`src/rtl/harmonic_voice_scheduler.sv`:
```
// -----------------------------------------------------------------------------
// harmonic_voice_scheduler
//
// Shares one combinational quarter-wave sine LUT among NV harmonic voices of a
// piano note. Voice k+1 (slot k) runs at (k+1) x the base frequency and is
// mixed in with weight 2^-k. A frame is NV+1 cycles long:
//   SLOT k (k = 0..NV-1) : present acc_k[31:24] to the LUT and accumulate
//                          (lut_sin - MID) >>> k into the running sum
//   UPDATE               : register the mixed sample, advance all phase
//                          accumulators, clear the sum
// Every frame ends in one sample_valid pulse, so the sample rate is exactly
// f_clk/(NV+1) with no stalls.
//
// Ports
//   clk          system clock
//   rst          synchronous, active-high reset
//   gate         1 = note sounding; 0 = silence with phases held at 0
//                (only looked at in the UPDATE cycle)
//   tune_word    base (fundamental) phase increment per frame
//   tune_load    1-cycle strobe capturing tune_word as the pending base
//   lut_phase    phase presented to the shared LUT (0 during UPDATE)
//   lut_sin      LUT result, offset binary, combinational from lut_phase
//   sample_out   mixed sample, offset binary, midscale MID
//   sample_valid 1-cycle pulse in the cycle sample_out takes a new value
//   slot         active slot 0..NV-1 during SLOT, NV during UPDATE
//
// Parameters
//   NV   number of voices, legal 2..8
//   MID  LUT midscale, also the silent output code
// -----------------------------------------------------------------------------
module harmonic_voice_scheduler #(
  parameter int         NV  = 4,
  parameter logic [9:0] MID = 10'd511
) (
  input  logic        clk,
  input  logic        rst,
  input  logic        gate,
  input  logic [31:0] tune_word,
  input  logic        tune_load,
  output logic [7:0]  lut_phase,
  input  logic [9:0]  lut_sin,
  output logic [9:0]  sample_out,
  output logic        sample_valid,
  output logic [2:0]  slot
);

  typedef enum logic {
    ST_SLOT   = 1'b0,
    ST_UPDATE = 1'b1
  } state_t;

  state_t             state;
  // The UPDATE cycle is identified by the state, not by the slot value, so
  // the 3-bit counter is sufficient even for NV = 8 (where NV wraps to 0).
  logic [2:0]         slot_q;
  logic [31:0]        acc [NV];
  logic [31:0]        pending;
  logic signed [12:0] sum;

  // Combinational datapath signals
  logic signed [12:0] s_ext;
  logic signed [12:0] term;
  logic signed [12:0] mix;
  logic [9:0]         mix_clamped;
  logic [31:0]        base_eff;

  // ---------------------------------------------------------------------------
  // (k+1) x base via shift-add; result kept to 32 bits so the phase wraps.
  // ---------------------------------------------------------------------------
  function automatic logic [31:0] harmonic_inc(input logic [31:0] base,
                                               input logic [3:0]  mult);
    logic [31:0] r;
    r = '0;
    for (int b = 0; b < 4; b++) begin
      if (mult[b]) r = r + (base << b);
    end
    return r;
  endfunction

  // ---------------------------------------------------------------------------
  // LUT address: phase of the voice owning the current slot.
  // ---------------------------------------------------------------------------
  always_comb begin
    // NOTE: every always_comb output gets a default first so no path through
    // the block leaves it unassigned, which would infer a latch.
    lut_phase = '0;
    if (state == ST_SLOT) begin
      for (int k = 0; k < NV; k++) begin
        if (slot_q == 3'(k)) lut_phase = acc[k][31:24];
      end
    end
  end

  // ---------------------------------------------------------------------------
  // Mixing arithmetic.
  // s = lut_sin - MID is signed -511..+512; the voice weight 2^-k is an
  // arithmetic shift by the slot index (floor toward -inf for negatives).
  // ---------------------------------------------------------------------------
  always_comb begin
    s_ext = $signed({3'b000, lut_sin}) - $signed({3'b000, MID});
    term  = s_ext >>> slot_q;
    mix   = $signed({3'b000, MID}) + (sum >>> 1);
    if (mix < 13'sd0) begin
      mix_clamped = 10'd0;
    end else if (mix > 13'sd1023) begin
      mix_clamped = 10'd1023;
    end else begin
      mix_clamped = mix[9:0];
    end
  end

  // The base applied at UPDATE: a strobe in that very cycle takes effect
  // immediately, otherwise the last captured word. Phases only move at
  // UPDATE, so this value is the one and only base a frame ever sees and no
  // separate copy of it needs to be held.
  assign base_eff = tune_load ? tune_word : pending;

  assign slot = slot_q;

  // ---------------------------------------------------------------------------
  // Frame sequencer and all state.
  // ---------------------------------------------------------------------------
  always_ff @(posedge clk) begin
    if (rst) begin
      state        <= ST_SLOT;
      slot_q       <= '0;
      pending      <= '0;
      sum          <= '0;
      sample_out   <= MID;
      sample_valid <= 1'b0;
      // NOTE: the accumulator array is only NV flops wide, not a RAM, and the
      // note must restart from phase 0 after reset, so it is reset explicitly.
      for (int k = 0; k < NV; k++) acc[k] <= '0;
    end else begin
      // NOTE: sequential state uses non-blocking assignments only, so every
      // read in this block sees the value from before the clock edge.
      sample_valid <= 1'b0;
      if (tune_load) pending <= tune_word;

      case (state)
        ST_SLOT: begin
          sum <= sum + term;
          if (slot_q == 3'(NV - 1)) begin
            state  <= ST_UPDATE;
            slot_q <= 3'(NV);
          end else begin
            slot_q <= slot_q + 3'd1;
          end
        end

        ST_UPDATE: begin
          sample_valid <= 1'b1;
          sum          <= '0;
          state        <= ST_SLOT;
          slot_q       <= '0;
          if (gate) begin
            sample_out <= mix_clamped;
            for (int k = 0; k < NV; k++) begin
              acc[k] <= acc[k] + harmonic_inc(base_eff, 4'(k + 1));
            end
          end else begin
            sample_out <= MID;
            for (int k = 0; k < NV; k++) acc[k] <= '0;
          end
        end

        default: begin
          state  <= ST_SLOT;
          slot_q <= '0;
        end
      endcase
    end
  end

endmodule

```
`config.mk`:
```
export PLATFORM = sky130hd
export DESIGN_NAME = harmonic_voice_scheduler
export DESIGN_NICKNAME = d
export VERILOG_FILES = /design/src/rtl/harmonic_voice_scheduler.sv
export SDC_FILE = /design/constraint.sdc
export NUM_CORES = 1
export LEC_CHECK = 0
export CAP_MARGIN = 20
export CELL_PAD_IN_SITES_DETAIL_PLACEMENT = 0
export CELL_PAD_IN_SITES_GLOBAL_PLACEMENT = 1
export CORE_MARGIN = 1.5
export CORE_UTILIZATION = 35
export DETAILED_ROUTE_END_ITERATION = 8
export HOLD_SLACK_MARGIN = 0.12
export PLACE_DENSITY = 0.67
export SKIP_LAST_GASP = 1
export SLEW_MARGIN = 20
export SYNTH_ARGS = -nofsm -noshare
export SYNTH_HDL_FRONTEND = slang
export SYNTH_SLANG_ARGS = --single-unit
```
`constraint.sdc`:
```
create_clock -name clk -period 10.7 [get_ports clk]
set_clock_uncertainty 0.15 [all_clocks]
set_input_delay 2.14 -clock clk [delete_from_list [all_inputs] [get_ports clk]]
set_output_delay 2.14 -clock clk [all_outputs]
set_load 0.005 [all_outputs]
```
==> flow_metrics.tcl <==
set metrics [dict create \
    period_share_pct 78.88 \
    postLayoutSetupSlackWorst_ps 2260 \
    yosys.area.top_type "dfxtp_1" \
    rows 75 \
    path_clk_slew_ps 80 \
    ys.warnings.count 0 \
    seqPwrFrac_pct 33.8 \
    die_y_um 210.8 \
    cts_resized 0 \
    first_global_vias 12530 \
    antenna_found_initial 0 \
    combPwrFrac_pct 39.0 \
    dp_slack_ps 1789 \
    hp-class "reg2reg" \
    wl_um 40720 \
    power_switching_uw 912.6 \
    design.portCount 68 \
    coreArea_sq_mm 0.04223 \
    holdBufCountCts 0 \
    ys_seq_area_share_pct 28.68 \
    finalHoldViolations 0 \
    die_w_um 210.8 \
    initial_core_util_pct 35.79 \
    syn_nets 2031 \
    rr_worst_depth 22 \
    dr.pass1.iters 5 \
    wl_per_cell_um 17.05 \
    p_int_mw 1.517 \
    synth_area_per_cell_sq_um 8.377 \
    grt_usage_pct 18.66 \
    cts_root_buf "clkbuf_16" \
    placed_area_sq_mm 0.01629 \
    synthCells 1804 \
    ff2ff_setup_slack_ps 4500 \
    start_kind "input pin" \
    clock-sinks 185 \
    synth_top_area_share_pct 16.16 \
    area_growth_syn_to_layout_pct 11.69 \
    globalplace.congestion 0.8701 \
    finalInstanceArea_sq_mm 0.01688 \
    yosysMostFrequentCell "nor2_1" \
    synth-edff-count 63 \
    clock_path_buffers 2 \
    insertedDiodeCount 0 \
    numCtsBuffers 17 \
    cp-startpoint "tune_load" \
    portBuffers 67 \
    rr_endpoint "acc[2][28]" \
    post-route-min-period_ps 8440 \
    whs_ps 303.8 \
    syn-cell-area_sq_mm 0.01511 \
    ys.flop_type "dfxtp_1" \
    nNetsFinal 2064 \
    ys_seq_elements 185 \
    worstPathArrival_ps 8490 \
    final-setup-viol-count 0 \
    drc 0 \
    ant_nets 0 \
    synth_area_leaders "dfxtp_1 (16%), ha_1 (14%), edfxtp_1 (13%)" \
    finalPower_mw 2.429 \
    status "finished clean" \
    avgViaCountPerCell 5.417 \
    r2r_start "pending[1]" \
    cts_max_level 4 \
    power.leakage_nw 7.338 \
    cts_setup_buffers 0 \
    maxCapViolCount 0 \
    stdcell_count 2389 \
    p_sw_share_pct 37.57 \
    vias 12940 \
    overflow 0 \
    max-vdd-ir-drop_mv 0.08328 \
    synthDistinctLibCells 79 \
    yosys-top-cells-count "nor2_1 (216), ha_1 (175), a21oi_1 (156), nand2_1 (139), dfxtp_1 (122)" \
    max_freq_mhz 118.5 \
    drive_above_1_share_pct 5.135 \
    tightest_slew_ps 989.0 \
    crit_path_end "acc[2][28]" \
    grt_pass1_wl_um 66040 \
    grt_max_degree 74 \
    slew_viol_final 0 \
    fin_setup_tns_ps 0 \
    powerDensity_mw_per_mm2 143.9 \
    rsz0062_at_grt "no" \
    finish.utilization_pct 39.97 \
    hpwlAfterDp_um 30190 \
    min_path_cells 2 \
    dp.cells 2357 \
    cp.required_ps 10750 \
    initialDrtViolationCount 706 \
    cp_max_fo 33 \
    cts_tree "built" \
    die-area_sq_mm 0.04443 \
    clock_latency_ps 470 \
    crit_type "in2reg" \
    p_clk_share_pct 27.2 \
    synthArstFlopShare_pct 0 \
    end_kind "flip-flop" \
    max_slew_margin_pct 34.00 \
]
[cells in the final DEF, fill, tap and decap left out, types with 23 or more instances in the layout]
| master | Yosys | layout |
|---|---|---|
| clkdlybuf4s50_1 | 0 | 65 |
| a21o_1 | 75 | 75 |
| a31oi_1 | 23 | 23 |
| nor2b_1 | 44 | 44 |
| mux2_2 | 29 | 29 |
| edfxtp_1 | 63 | 63 |
| xnor2_1 | 82 | 82 |
| nand2_1 | 139 | 138 |
| a21oi_1 | 156 | 156 |
| nor2_1 | 216 | 214 |
| xor2_1 | 62 | 62 |
| o21ai_0 | 112 | 112 |
| o21bai_1 | 23 | 23 |
| nand3_1 | 30 | 30 |
| inv_1 | 58 | 57 |
| dfxtp_1 | 122 | 122 |
| ha_1 | 175 | 175 |
| a22oi_1 | 35 | 35 |
| nor3_1 | 30 | 30 |
[critical path, cell delays in order]
cell,delay [ps]
buf_2,650
mux2i_1,690
inv_1,310
ha_1,360
a21o_1,160
a21oi_1,290
o21ai_0,210
a31oi_1,360
o21ai_0,240
a21o_1,260
a21o_1,180
a21oi_1,170
xnor2_1,140
ha_1,300
a21o_1,180
a21o_1,170
a221oi_1,440
a211o_1,220
a31oi_1,120
or2_2,320
o41ai_1,300
xor2_1,190
nor2_1,50
[sequential cells by signal, indices dropped and copies added (netlist names)]
register / cells
sample_out: 10
pending: 32
acc: 125
state: 1
slot: 3
sample_valid: 1
sum: 13
[routing by layer]
layer / up-vias / share of wire [%] / track usage [%]
met5: - / 0 / 0
met4: 0 / 1.6 / 5.296
met3: 32 / 3.3 / 2.691
met2: 183 / 45 / 30.48
met1: 6077 / 50 / 25.57
li1: 6649 / - / -
[area by class of cell]
class / count / area, sq um
multi-input cells: 1498 / 10340
clock buffers: 20 / 489.2
clock inverters: 12 / 98.84
fillers: 4318 / 25350
repair buffers: 75 / 720.7
inverters: 60 / 225.2
flip-flops and latches: 185 / 4334
well taps: 539 / 674.4
[cell families after synthesis]
group           Yosys count  share of synthesized area [%]
flops                   185                          28.68
simple gates            570                          17.52
xor+xnor                144                          8.346
buf+inv                 121                          3.014
compound gates          561                          24.13
fa+ha+maj               181                          15.28
mux                      42                          3.022
[power groups by stage]
stage | Sequential [mW] | Clock [mW] | Combinational, mW
floorplan | 0.818 | 0 | 0.741
global placement | 0.838 | 0 | 0.934
detailed placement | 0.838 | 0 | 0.942
CTS | 0.822 | 0.683 | 0.949
global route | 0.830 | 0.709 | 1.07
finish | 0.821 | 0.660 | 0.948
[worst min path at each step]
stage                    start    endpoint  slack, ps
floorplan           acc[0][15]  acc[0][15]        280
global placement    acc[3][23]  acc[3][23]        290
detailed placement  acc[3][22]  acc[3][22]        300
CTS                 acc[3][22]  acc[3][22]        310
global route         acc[0][3]   acc[0][3]        340
finish              acc[3][22]  acc[3][22]        300
No activity file was read; power rests on OpenSTA's default activity.
